### config.mk
export PLATFORM = sky130hd
export DESIGN_NAME = debug_ram_port_ctrl
export DESIGN_NICKNAME = d
export VERILOG_FILES = /design/src/rtl/debug_ram_port_ctrl.sv
export SDC_FILE = /design/constraint.sdc
export NUM_CORES = 1
export LEC_CHECK = 0
export BUFFER_PORTS_ARGS = -buffer_cell sky130_fd_sc_hd__buf_2
export CAP_MARGIN = 20
export CELL_PAD_IN_SITES_DETAIL_PLACEMENT = 2
export CELL_PAD_IN_SITES_GLOBAL_PLACEMENT = 2
export CORE_MARGIN = 2
export CORE_UTILIZATION = 28
export DETAILED_ROUTE_END_ITERATION = 6
export PLACE_DENSITY = 0.87
export SKIP_LAST_GASP = 1
export SLEW_MARGIN = 20
export SYNTH_ARGS = -nofsm -noshare
export SYNTH_HDL_FRONTEND = slang
export SYNTH_SLANG_ARGS = --single-unit
export TNS_END_PERCENT = 5
### constraint.sdc
create_clock -name CPU_CLK -period 4 [get_ports CPU_CLK]
set_clock_uncertainty 0.05 [all_clocks]
set_input_delay 1.2 -clock CPU_CLK [delete_from_list [all_inputs] [get_ports CPU_CLK]]
set_output_delay 1.2 -clock CPU_CLK [all_outputs]
set_load 0.005 [all_outputs]
### src/rtl/debug_ram_port_ctrl.sv
// Debug-port master for RV32Core BRAMs: streams words into inst/data RAM while
// holding the core in reset, and dumps RAM contents back out as (addr,data) pairs.
module debug_ram_port_ctrl #(
  parameter int BRAMWORDS = 4096,
  parameter int RD_LAT    = 2,
  parameter int RST_HOLD  = 8
)(
  input  logic        CPU_CLK,
  input  logic        CPU_RST_N,
  input  logic        cmd_load,
  input  logic        cmd_dump,
  input  logic        cmd_sel,
  input  logic [12:0] cmd_count,
  input  logic        in_valid,
  input  logic [31:0] in_data,
  output logic        in_ready,
  output logic        out_valid,
  output logic [31:0] out_addr,
  output logic [31:0] out_data,
  input  logic        out_ready,
  output logic        busy,
  output logic        done,
  output logic        core_rst,
  output logic [31:0] inst_a2,
  output logic [31:0] inst_wd2,
  output logic [3:0]  inst_we2,
  input  logic [31:0] inst_rd2,
  output logic [31:0] data_a2,
  output logic [31:0] data_wd2,
  output logic [3:0]  data_we2,
  input  logic [31:0] data_rd2
);
  typedef enum logic [2:0] {S_IDLE, S_LOAD, S_REL, S_DADDR, S_DWAIT, S_DOUT} state_t;

  state_t      r_state, w_next;
  logic [12:0] r_idx, r_n, w_clamp;
  logic [7:0]  r_cnt;
  logic        r_sel, r_core_rst, r_done, r_out_valid;
  logic [31:0] r_a2, r_wd2, r_out_addr, r_out_data;
  logic [3:0]  r_we2;
  logic        w_idle, w_start_load, w_start_dump, w_zero_cmd;
  logic        w_hs_in, w_hs_out, w_last, w_rel_end, w_rd_done;
  logic [31:0] w_idx_addr, w_rd2;

  assign w_clamp      = (cmd_count > 13'(BRAMWORDS)) ? 13'(BRAMWORDS) : cmd_count;
  assign w_idle       = (r_state == S_IDLE);
  assign w_start_load = w_idle && cmd_load && (w_clamp != 13'd0);
  assign w_start_dump = w_idle && !cmd_load && cmd_dump && (w_clamp != 13'd0);
  assign w_zero_cmd   = w_idle && (cmd_load || cmd_dump) && (w_clamp == 13'd0);
  assign w_hs_in      = (r_state == S_LOAD) && in_valid;
  assign w_hs_out     = r_out_valid && out_ready;
  assign w_last       = (r_idx == r_n - 13'd1);
  assign w_rel_end    = (r_state == S_REL) && (r_cnt == 8'(RST_HOLD - 1));
  assign w_rd_done    = (r_state == S_DWAIT) && (r_cnt == 8'(RD_LAT));
  assign w_idx_addr   = {17'd0, r_idx, 2'b00};
  assign w_rd2        = r_sel ? inst_rd2 : data_rd2;

  always_ff @(posedge CPU_CLK) begin
    if (!CPU_RST_N) r_state <= S_IDLE;
    else            r_state <= w_next;
  end

  always_comb begin
    w_next = r_state;
    case (r_state)
      S_IDLE:  if (w_start_load) w_next = S_LOAD;
               else if (w_start_dump) w_next = S_DADDR;
      S_LOAD:  if (w_hs_in && w_last) w_next = S_REL;
      S_REL:   if (w_rel_end) w_next = S_IDLE;
      S_DADDR: w_next = S_DWAIT;
      S_DWAIT: if (w_rd_done) w_next = S_DOUT;
      S_DOUT:  if (w_hs_out) w_next = w_last ? S_IDLE : S_DADDR;
      default: w_next = S_IDLE;
    endcase
  end

  always_ff @(posedge CPU_CLK) begin
    if (!CPU_RST_N) begin
      r_idx <= '0; r_n <= '0; r_cnt <= '0; r_sel <= 1'b0;
      r_core_rst <= 1'b0; r_done <= 1'b0; r_out_valid <= 1'b0;
      r_a2 <= '0; r_wd2 <= '0; r_we2 <= '0; r_out_addr <= '0; r_out_data <= '0;
    end else begin
      r_we2  <= 4'b0000;
      r_done <= w_zero_cmd;
      if (w_start_load || w_start_dump) begin
        r_sel <= cmd_sel; r_n <= w_clamp; r_idx <= '0; r_cnt <= '0;
        r_a2  <= '0; r_wd2 <= '0;
      end
      if (w_start_load) r_core_rst <= 1'b1;
      case (r_state)
        S_LOAD: if (w_hs_in) begin
          r_a2 <= w_idx_addr; r_wd2 <= in_data; r_we2 <= 4'b1111;
          r_idx <= r_idx + 13'd1;
        end
        S_REL: if (w_rel_end) begin
          r_core_rst <= 1'b0; r_done <= 1'b1;
        end else r_cnt <= r_cnt + 8'd1;
        S_DADDR: begin
          r_a2 <= w_idx_addr; r_cnt <= '0;
        end
        // rd2 is trusted only once RD_LAT full cycles have elapsed since a2 changed
        S_DWAIT: if (w_rd_done) begin
          r_out_data <= w_rd2; r_out_addr <= w_idx_addr; r_out_valid <= 1'b1;
        end else r_cnt <= r_cnt + 8'd1;
        S_DOUT: if (w_hs_out) begin
          r_out_valid <= 1'b0;
          if (w_last) r_done <= 1'b1;
          else        r_idx  <= r_idx + 13'd1;
        end
        default: ;
      endcase
    end
  end

  assign in_ready  = (r_state == S_LOAD);
  assign busy      = !w_idle;
  assign done      = r_done;
  assign core_rst  = r_core_rst;
  assign out_valid = r_out_valid;
  assign out_addr  = r_out_addr;
  assign out_data  = r_out_data;

  // The unselected port is forced to zero so only one BRAM ever sees traffic
  assign inst_a2  = r_sel ? r_a2  : 32'd0;
  assign inst_wd2 = r_sel ? r_wd2 : 32'd0;
  assign inst_we2 = r_sel ? r_we2 : 4'd0;
  assign data_a2  = r_sel ? 32'd0 : r_a2;
  assign data_wd2 = r_sel ? 32'd0 : r_wd2;
  assign data_we2 = r_sel ? 4'd0  : r_we2;
endmodule

==> out/metrics.cfg, run 1 <==
[power_and_ir_drop]
p_sw_share_pct=35.4
clkPwrFrac_pct=35.0
p_per_area_nw_per_um2=466
p_leak_nw=4.47
p_int_mw=2.87
ir_drop_mv=0.219
combPwrFrac_pct=26.2
switchingPower_mw=1.58
p_seq_share_pct=38.8

[global_route]
overflow=0
grt_pass1_wl_mm=42.6
gr-usage-all-layers_pct=19.2
antenna_found_initial=1
grt_pass1_vias=7434
grt_max_degree=89

[layout]
insertedDiodeCount=0
final_area_um2=9540
drive_gt1_share_pct=32.7
multi_input_area_um2=3860
seq_area_um2=3030
nets=1232
post_layout_nonfiller_instances=1460
n_fill_cell=3004
syn_to_final_growth_pct=30.4

[drt]
num_vias=7049
wl_mm=26.5
wl_per_cell_um=18.1
ant_nets=0
vias_per_cell=4.83
first_pass_iters=4
drc=0
drt_iter0_markers=251

[clocking]
clkTransAtPathRegs_ns=0.06
numCtsBuffers=17
numClockSinks=151
cts_tree=done
hold_buffers=0
cts_resized=0
post-cts-setup-buffer-count=0
cts_buffer_depth=2
clk_latency_ns=0.42
clock-root-buffer=clkbuf_16
htreeDepth=4

[floorplan]
num_rows=59
dieArea_um2=27400
core_um2=25800
dieHeight_um=166
initial_utilization_pct=28.3
dieWidth_um=166
ioPinCount=321

[yosys]
yosysSeqAreaShare_pct=41.3
yosysWarningCount=0
synth_ff_type=dfxtp_1
synth_cells=857
synth_cell_types=56
syn_area_um2=7320
async_flop_share_pct=0
synth-edff-count=0
syn_area_per_cell_um2=8.54
ys_seq_elements=151

[sta]
tns_ns=0
period_needed_ns=3.21
holdWs_ns=0.405
hold_violations=0
rsz0062_at_grt=false
drv_slew=0
max_slew_margin_pct=52.8
finalCritPeriodShare_pct=80.4
fmax_ghz=0.311
worstMarginPinSlew_ns=0.705
setup-violations-final=0

[critical_path]
cp-end-kind=flop
crit_arrival_ns=3.51
worstPathMaxFanout=27
critical_path_class=flop to flop
start_kind=flop
cp_data_required_time_ns=4.29

[placement]
dp_cells=1428
portBuffers=301
postPlaceCellArea_um2=8970
hpwl_mm=20.0
gp_congestion=0.788

[hold_path]
holdCritPathClass=flop to flop

[status]
outcome=finished, final reports clean

[run]
maxCapViolCount=0

==> layer usage <==
metal	global-route usage, %	part of all wire (%)	routed length [µm]
met5	0	0	0
met4	5.63	2.1	561
met3	4.47	4.5	1190
met2	32.9	49	13000
met1	24.0	44	11800
==> state kept, by name, summed over array words and instances (netlist names), 3 cells and up <==
| signal | count |
|---|---|
| out_data | 32 |
| out_addr | 13 |
| r_wd2 | 32 |
| r_n | 13 |
| r_a2 | 32 |
| r_state | 3 |
| r_cnt | 8 |
| r_idx | 13 |
==> cell type report <==
type                            count  share of cell area (%)
Timing Repair Buffer              314                    17.1
Clock buffer                       18                    4.60
Multi-Input combinational cell    618                    40.5
Clock inverter                     14                    1.36
Sequential cell                   151                    31.7
Tap cell                          335                    4.39
Inverter                           10                   0.393
==> power groups by stage <==
stage | Combinational [mW] | Clock, mW | Sequential [mW]
floorplan | 0.853 | 0 | 1.67
detailed placement | 1.16 | 0 | 1.76
global placement | 1.10 | 0 | 1.75
CTS | 1.18 | 1.61 | 1.72
finish | 1.16 | 1.56 | 1.73
global route | 1.29 | 1.69 | 1.74
==> cells in the final DEF (no fill, tap or decap), drive strengths merged, types with 9 or more instances in the layout <==
cell,netlist,layout
nor2b,68,68
and2,84,84
a21oi,50,50
mux2i,34,34
xor2,9,9
inv,10,19
o21ai,10,10
nor3,10,10
conb,1,19
buf,32,314
xnor2,11,11
nand3,35,35
clkbuf,64,18
a211oi,33,33
nand2,57,57
nor2,72,72
dfxtp,151,151
a22o,32,32
and3,11,11
==> kinds of logic after synthesis <==
kind of cell,Yosys count,share of synthesized area (%)
xor gates and xnor gates,20,2.39
adders and majority gates,4,0.684
buffers and inverters,106,7.01
muxes,34,4.65
and+or+nand+nor,381,28.2
other,1,0.0513
AOI/OAI and AO/OA,160,15.7
DFF,151,41.3
==> final timing paths <==
check                   start     endpoint  slack, ns  cells after the start
hold reg to reg   out_addr[5]  out_addr[5]       0.41                      2
hold / removal    out_addr[5]  out_addr[5]       0.41                      2
setup reg to reg       r_n[3]     r_idx[4]       0.79                      8
setup / recovery       r_n[3]     r_idx[4]       0.79                      8
==> cell usage after synthesis, types with 8 or more instances <==
cell        n  area share (%)
mux2i_1    34             4.7
nor2b_1    68             5.8
nor3_1     10            0.68
buf_4      26             2.7
nor2_1     71             3.6
xnor2_1    11             1.3
and2_1     84             7.2
a21oi_1    50             3.4
xor2_1      9             1.1
or3b_2      8            0.96
dfxtp_1   151              41
nand2_1    57             2.9
o21ai_0    10            0.68
a22o_1     32             3.8
nand3_1    35             2.4
inv_1      10            0.51
clkbuf_1   63             3.2
a211oi_1   33             3.4
and3_1     11            0.94
==> stage by stage <==
step           total power [mW]  util (%)  setup WS, ns
2_1_floorplan              2.52         -          1.07
3_3_place_gp               2.85      34.7         0.755
3_5_place_dp               2.91      34.7         0.694
4_1_cts                    4.51      36.9         0.764
5_1_grt                    4.71      36.9         0.523
6_report                   4.45      36.9         0.786
==> worst max-delay path, stage by stage (launching register included) <==
cell,delay (ns)
dfxtp_1,0.41
nor4_1,0.50
nand3_1,0.16
xnor2_1,0.19
a2111oi_4,0.34
o2111ai_2,0.30
a22oi_4,0.62
and3_1,0.40
o2bb2ai_1,0.15
Note: power is estimated with default switching activity, not from simulation.
==> run 2, diff against run 1 <==
--- a/config.mk
+++ b/config.mk
@@ -5,14 +5,15 @@
 export SDC_FILE = /design/constraint.sdc
 export NUM_CORES = 1
 export LEC_CHECK = 0
+export ABC_AREA = 1
 export BUFFER_PORTS_ARGS = -buffer_cell sky130_fd_sc_hd__buf_2
 export CAP_MARGIN = 20
 export CELL_PAD_IN_SITES_DETAIL_PLACEMENT = 2
 export CELL_PAD_IN_SITES_GLOBAL_PLACEMENT = 2
 export CORE_MARGIN = 2
-export CORE_UTILIZATION = 28
+export CORE_UTILIZATION = 25
 export DETAILED_ROUTE_END_ITERATION = 6
-export PLACE_DENSITY = 0.87
+export PLACE_DENSITY = 0.82
 export SKIP_LAST_GASP = 1
 export SLEW_MARGIN = 20
 export SYNTH_ARGS = -nofsm -noshare
==> constraint.sdc (replaced) <==
create_clock -name CPU_CLK -period 3.2 [get_ports CPU_CLK]
set_clock_uncertainty 0.05 [all_clocks]
set_input_delay 0.96 -clock CPU_CLK [delete_from_list [all_inputs] [get_ports CPU_CLK]]
set_output_delay 0.96 -clock CPU_CLK [all_outputs]
set_load 0.005 [all_outputs]
==> run 2 against run 1 <==
Against the previous run:
- power up 55%
- count of clock-buffer cells in the layout unchanged
- flip-flop and latch count unchanged
- combinational power up 120%
- worst hold slack better by 0.012 ns
- critical path type is now flop to output port
- area after synthesis up 13%
==> out/metrics.cfg, run 2 <==
[floorplan]
dieHeight_um=186
dieWidth_um=186
ioPinCount=321
num_rows=66
initial_utilization_pct=25.4
dieArea_um2=34600
core_um2=32500

[critical_path]
r2r_setup_slack_ns=0.50
cp_data_required_time_ns=2.19
critical_path_class=flop to output port
crit_arrival_ns=1.77
slowest_delay_ns=0.68
crit_chain=buf_12 > nand2_1 > inv_1 > buf_2
cp-end-kind=output port
cp_top_family=flip-flops
critPathBufInv=3
start_kind=flop
slowest_stage=dfxtp_4
worstPathMaxFanout=68

[yosys]
ys_top_cells_by_area=dfxtp_1 (37%), nand2_1 (11%), inv_1 (11%), nor2_1 (7.7%), a21oi_1 (7.0%)
syn_area_um2=8280
yosysWarningCount=0
yosys-top-cells-count=nand2_1 (236), inv_1 (234), nor2_1 (169)
synth_cell_types=39
synth_ff_type=dfxtp_1
synth_top_area_cell=dfxtp_1
yosysSeqAreaShare_pct=36.5
async_flop_share_pct=0
synth_cells=1278
synth.most_common_cell=nand2_1
synth_top_cell_area_share_pct=36.5
synth-edff-count=0
syn_area_per_cell_um2=6.48
ys_seq_elements=151

[drt]
dr_wl_met3_mm=1.60
vias_per_cell=4.58
m1WireLength_mm=14.8
route.met2.wl_mm=16.9
first_pass_iters=4
num_vias=9141
ant_nets=0
wl_mm=33.9
dr.max_layer_used=met4
drt_iter0_markers=284
drc=0
wl_per_cell_um=17.0

[hold_path]
holdCritPathClass=flop to flop

[sta]
finalCritPeriodShare_pct=86.9
hold_violations=0
period_needed_ns=2.78
worstMarginPinSlew_ns=0.721
tns_ns=0
rsz0062_at_grt=false
setup-violations-final=0
fmax_ghz=0.360
max_slew_margin_pct=51.6
drv_slew=0

[placement]
gp_congestion=0.792
hpwl_mm=26.0
portBuffers=301

[global_route]
grt_pass1_vias=9317
gr-usage-all-layers_pct=19.1
antenna_found_initial=0
grt_pass1_wl_mm=51.2
overflow=0
grt_max_degree=93

[power_and_ir_drop]
p_per_area_nw_per_um2=647
p_leak_nw=5.77
ir_drop_mv=0.374

[run]
maxCapViolCount=0

[layout]
syn_to_final_growth_pct=29.0
n_fill_cell=4086
nets=1659
final_common_cell=buf_2
fin_util_pct=32.8
multi_input_area_um2=3930
final_cell_mix=buf_2 (301), nand2_1 (236), inv_1 (233)
drive_gt1_share_pct=25.3
insertedDiodeCount=0
seq_area_um2=3030

[clocking]
clk_latency_ns=0.42
cts_tree=done
clock-root-buffer=clkbuf_16
cts_buffer_depth=2
htreeDepth=4
cts_resized=0
numCtsBuffers=17
numClockSinks=151
hold_buffers=0
clkTransAtPathRegs_ns=0.07
post-cts-setup-buffer-count=0

[status]
outcome=finished, final reports clean

[run 2: logic make-up (layout without fill, tap and decap cells)]
family / after synthesis / in the layout / synth area share (%)
AND/OR/NAND/NOR: 532 / 532 / 27.8
buffers and inverters: 336 / 592 / 16.8
AO/OA/AOI/OAI: 237 / 237 / 16.5
flip-flops: 151 / 151 / 36.5
XOR/XNOR: 17 / 17 / 1.80
adder cells (fa/ha/maj): 4 / 4 / 0.605
other: 1 / 19 / 0.0453
[run 2: final timing paths]
kind / start / end / cells past startpoint
min reg2reg: r_a2[17] / r_a2[17] / 2
max: r_sel / inst_wd2[5] / 4
min: r_a2[17] / r_a2[17] / 2
max reg2reg: r_n[0] / r_idx[0] / 13
[run 2: power breakdown]
group	total [mW]	leakage, nW	switching, mW	internal (mW)
sequential	2.26	1.22	0.233	2.03
clock	2.09	0.293	0.954	1.13
combinational	2.56	4.26	1.80	0.759
[run 2: cell type report]
| cell class | count | share of cell area (%) |
|---|---|---|
| Tap cell | 442 | 5.18 |
| Clock buffer | 18 | 4.11 |
| Clock inverter | 14 | 1.52 |
| Timing Repair Buffer | 316 | 15.4 |
| Inverter | 244 | 8.60 |
| Sequential cell | 151 | 28.3 |
| Multi-Input combinational cell | 809 | 36.8 |
[run 2: routing by layer]
layer / global-route usage (%) / vias to the layer above
li1: - / 4488
met1: 23.0 / 4427
met2: 34.5 / 196
met3: 3.31 / 30
met4: 5.61 / 0
met5: 0 / -
[run 2: metrics by stage]
| step | area, µm² | hold WS, ns | power, mW | instances | worst slack (ns) |
|---|---|---|---|---|---|
| floorplan | 8340 | 0.389 | 4.05 | 1296 | 0.874 |
| global placement | 10100 | 0.398 | 4.74 | 1962 | 0.369 |
| detailed placement | 10100 | 0.408 | 4.86 | 1962 | 0.217 |
| CTS | 10700 | 0.419 | 7.01 | 1994 | 0.381 |
| global route | 10700 | 0.440 | 7.40 | 1994 | 0.249 |
| finish | 10700 | 0.418 | 6.91 | 1994 | 0.420 |
[run 2: worst reg2reg max path: stages (launching register included)]
cell     delay (ns)
dfxtp_1        0.35
inv_1          0.24
ha_1           0.32
nand2_1        0.13
nor2_1         0.20
nand2_1        0.14
nand3_1        0.15
nand2_1        0.06
a21oi_1        0.15
nand4_1        0.21
nand2_2        0.22
nand2_2        0.15
o21ai_1        0.16
nor2_1         0.05
==> run 3, diff against run 2 <==
--- a/config.mk
+++ b/config.mk
@@ -6,14 +6,14 @@
 export NUM_CORES = 1
 export LEC_CHECK = 0
 export ABC_AREA = 1
-export BUFFER_PORTS_ARGS = -buffer_cell sky130_fd_sc_hd__buf_2
 export CAP_MARGIN = 20
 export CELL_PAD_IN_SITES_DETAIL_PLACEMENT = 2
 export CELL_PAD_IN_SITES_GLOBAL_PLACEMENT = 2
 export CORE_MARGIN = 2
-export CORE_UTILIZATION = 25
+export CORE_UTILIZATION = 32
 export DETAILED_ROUTE_END_ITERATION = 6
-export PLACE_DENSITY = 0.82
+export DONT_BUFFER_PORTS = 1
+export PLACE_DENSITY = 0.81
 export SKIP_LAST_GASP = 1
 export SLEW_MARGIN = 20
 export SYNTH_ARGS = -nofsm -noshare
==> run 3 against run 2 <==
Against the previous run:
- critical path depth decreased by 1
- wire length decreased by 11%
- count of clock-buffer cells in the layout unchanged
- largest power group unchanged
- cell area decreased by 15%
- highest routed layer unchanged
- largest cell class unchanged
- utilization increased by 3.0 points
==> out/metrics.cfg, run 3 (synthesis results as in run 2) <==
[critical_path]
worstPathMaxFanout=41
crit_arrival_ns=1.75
cp_data_required_time_ns=2.19
r2r_setup_slack_ns=0.55
cp-end-kind=output port
r2r_cells=13
reg2reg_to=r_idx[4]
start_kind=flop
rr_startpoint=r_n[0]
critical_path_class=flop to output port

[clocking]
clk_latency_ns=0.43
numClockSinks=151
clkTransAtPathRegs_ns=0.06
cts_tree=done
cts_buffer_depth=2
numCtsBuffers=17
clock-root-buffer=clkbuf_16
hold_buffers=0
post-cts-setup-buffer-count=0
htreeDepth=4
cts_resized=0

[floorplan]
core_um2=25300
dieHeight_um=165
initial_utilization_pct=32.8
num_rows=58
ioPinCount=321
dieWidth_um=165
dieArea_um2=27200

[sta]
drv_slew=0
finalWorstSetupSlack_ns=0.436
worstMarginPinSlew_ns=0.748
period_needed_ns=2.76
tns_ns=0
max_slew_margin_pct=50.1
finalCritPeriodShare_pct=86.4
fmax_ghz=0.362
hold_violations=0
setup-violations-final=0
rsz0062_at_grt=false

[placement]
hpwl_mm=22.3
gp_congestion=0.795
portBuffers=0
preCtsSetupSlack_ns=0.268

[global_route]
grt_pass1_wl_mm=45.0
grt_pass1_vias=8018
overflow=0
grt_max_degree=85
gr-usage-all-layers_pct=21.4
antenna_found_initial=1

[drt]
ant_nets=0
drt_iter0_markers=337
wl_mm=30.3
wl_per_cell_um=19.2
drc=0
vias_per_cell=5.12
first_pass_iters=4
num_vias=8095

[layout]
nets=1357
syn_to_final_growth_pct=9.19
multi_input_area_um2=3930
final_common_cell=nand2_1
final_cell_mix=nand2_1 (236), inv_1 (233), nor2_1 (169)
seq_area_um2=3030
drive_gt1_share_pct=7.20
n_fill_cell=3045

[hold_path]
hold_path_end=r_a2[28]
holdCritPathClass=flop to flop
hp-start=r_a2[28]
hold_path_depth=2

[power_and_ir_drop]
ir_drop_mv=0.336
p_leak_nw=4.27
p_per_area_nw_per_um2=748

[run]
maxCapViolCount=0

[status]
outcome=finished, final reports clean

## run 3: per-stage QoR
stage                     util, %  total power [mW]  instance area (µm²)  cells  hold slack (ns)
after detailed placement     33.3              4.65                 8420   1548            0.413
final                        35.8              6.76                 9040   1581            0.417
after CTS                    35.8              6.85                 9030   1580            0.423
after global placement       33.3              4.56                 8420   1548            0.398
after global routing         35.8              7.25                 9040   1581            0.446
after floorplan                 -              4.05                 8340   1296            0.389
## run 3: final cells by class
type | count | share of cell area [%]
Clock buffer | 18 | 4.75
Antenna cell | 1 | 0.0277
Multi-Input combinational cell | 809 | 43.5
Timing Repair Buffer | 14 | 1.44
Tap cell | 330 | 4.57
Clock inverter | 14 | 2.05
Sequential cell | 151 | 33.5
Inverter | 244 | 10.2
## run 3: worst max path at each step
stage | start | end | slack (ns) | depth (start not counted)
final | r_sel | inst_wd2[7] | 0.44 | 3
after global routing | r_sel | inst_wd2[7] | 0.31 | 3
after CTS | r_sel | inst_wd2[7] | 0.39 | 3
after detailed placement | cmd_count[4] | r_a2[9] | 0.27 | 12
after global placement | cmd_count[4] | r_a2[13] | 0.38 | 12
after floorplan | r_sel | inst_we2[1] | 0.87 | 6
## run 3: per-layer routing
metal | track usage (%) | part of all wire, %
met3 | 4.34 | 5.2
met5 | 0 | 0
met4 | 6.88 | 2.3
met2 | 38.4 | 51
met1 | 25.4 | 42
## run 3: worst max-delay path, cell delays in order (launching register included)
cell and delay [ns]:
dfxtp_4 0.64, buf_4 0.43, nand2_1 0.11, inv_1 0.13
## run 3: power breakdown
| part | leakage, nW | internal, mW | total, mW | switching, mW |
|---|---|---|---|---|
| combinational | 2.76 | 0.658 | 2.34 | 1.69 |
| sequential | 1.22 | 2.03 | 2.26 | 0.231 |
| clock | 0.290 | 1.25 | 2.16 | 0.907 |
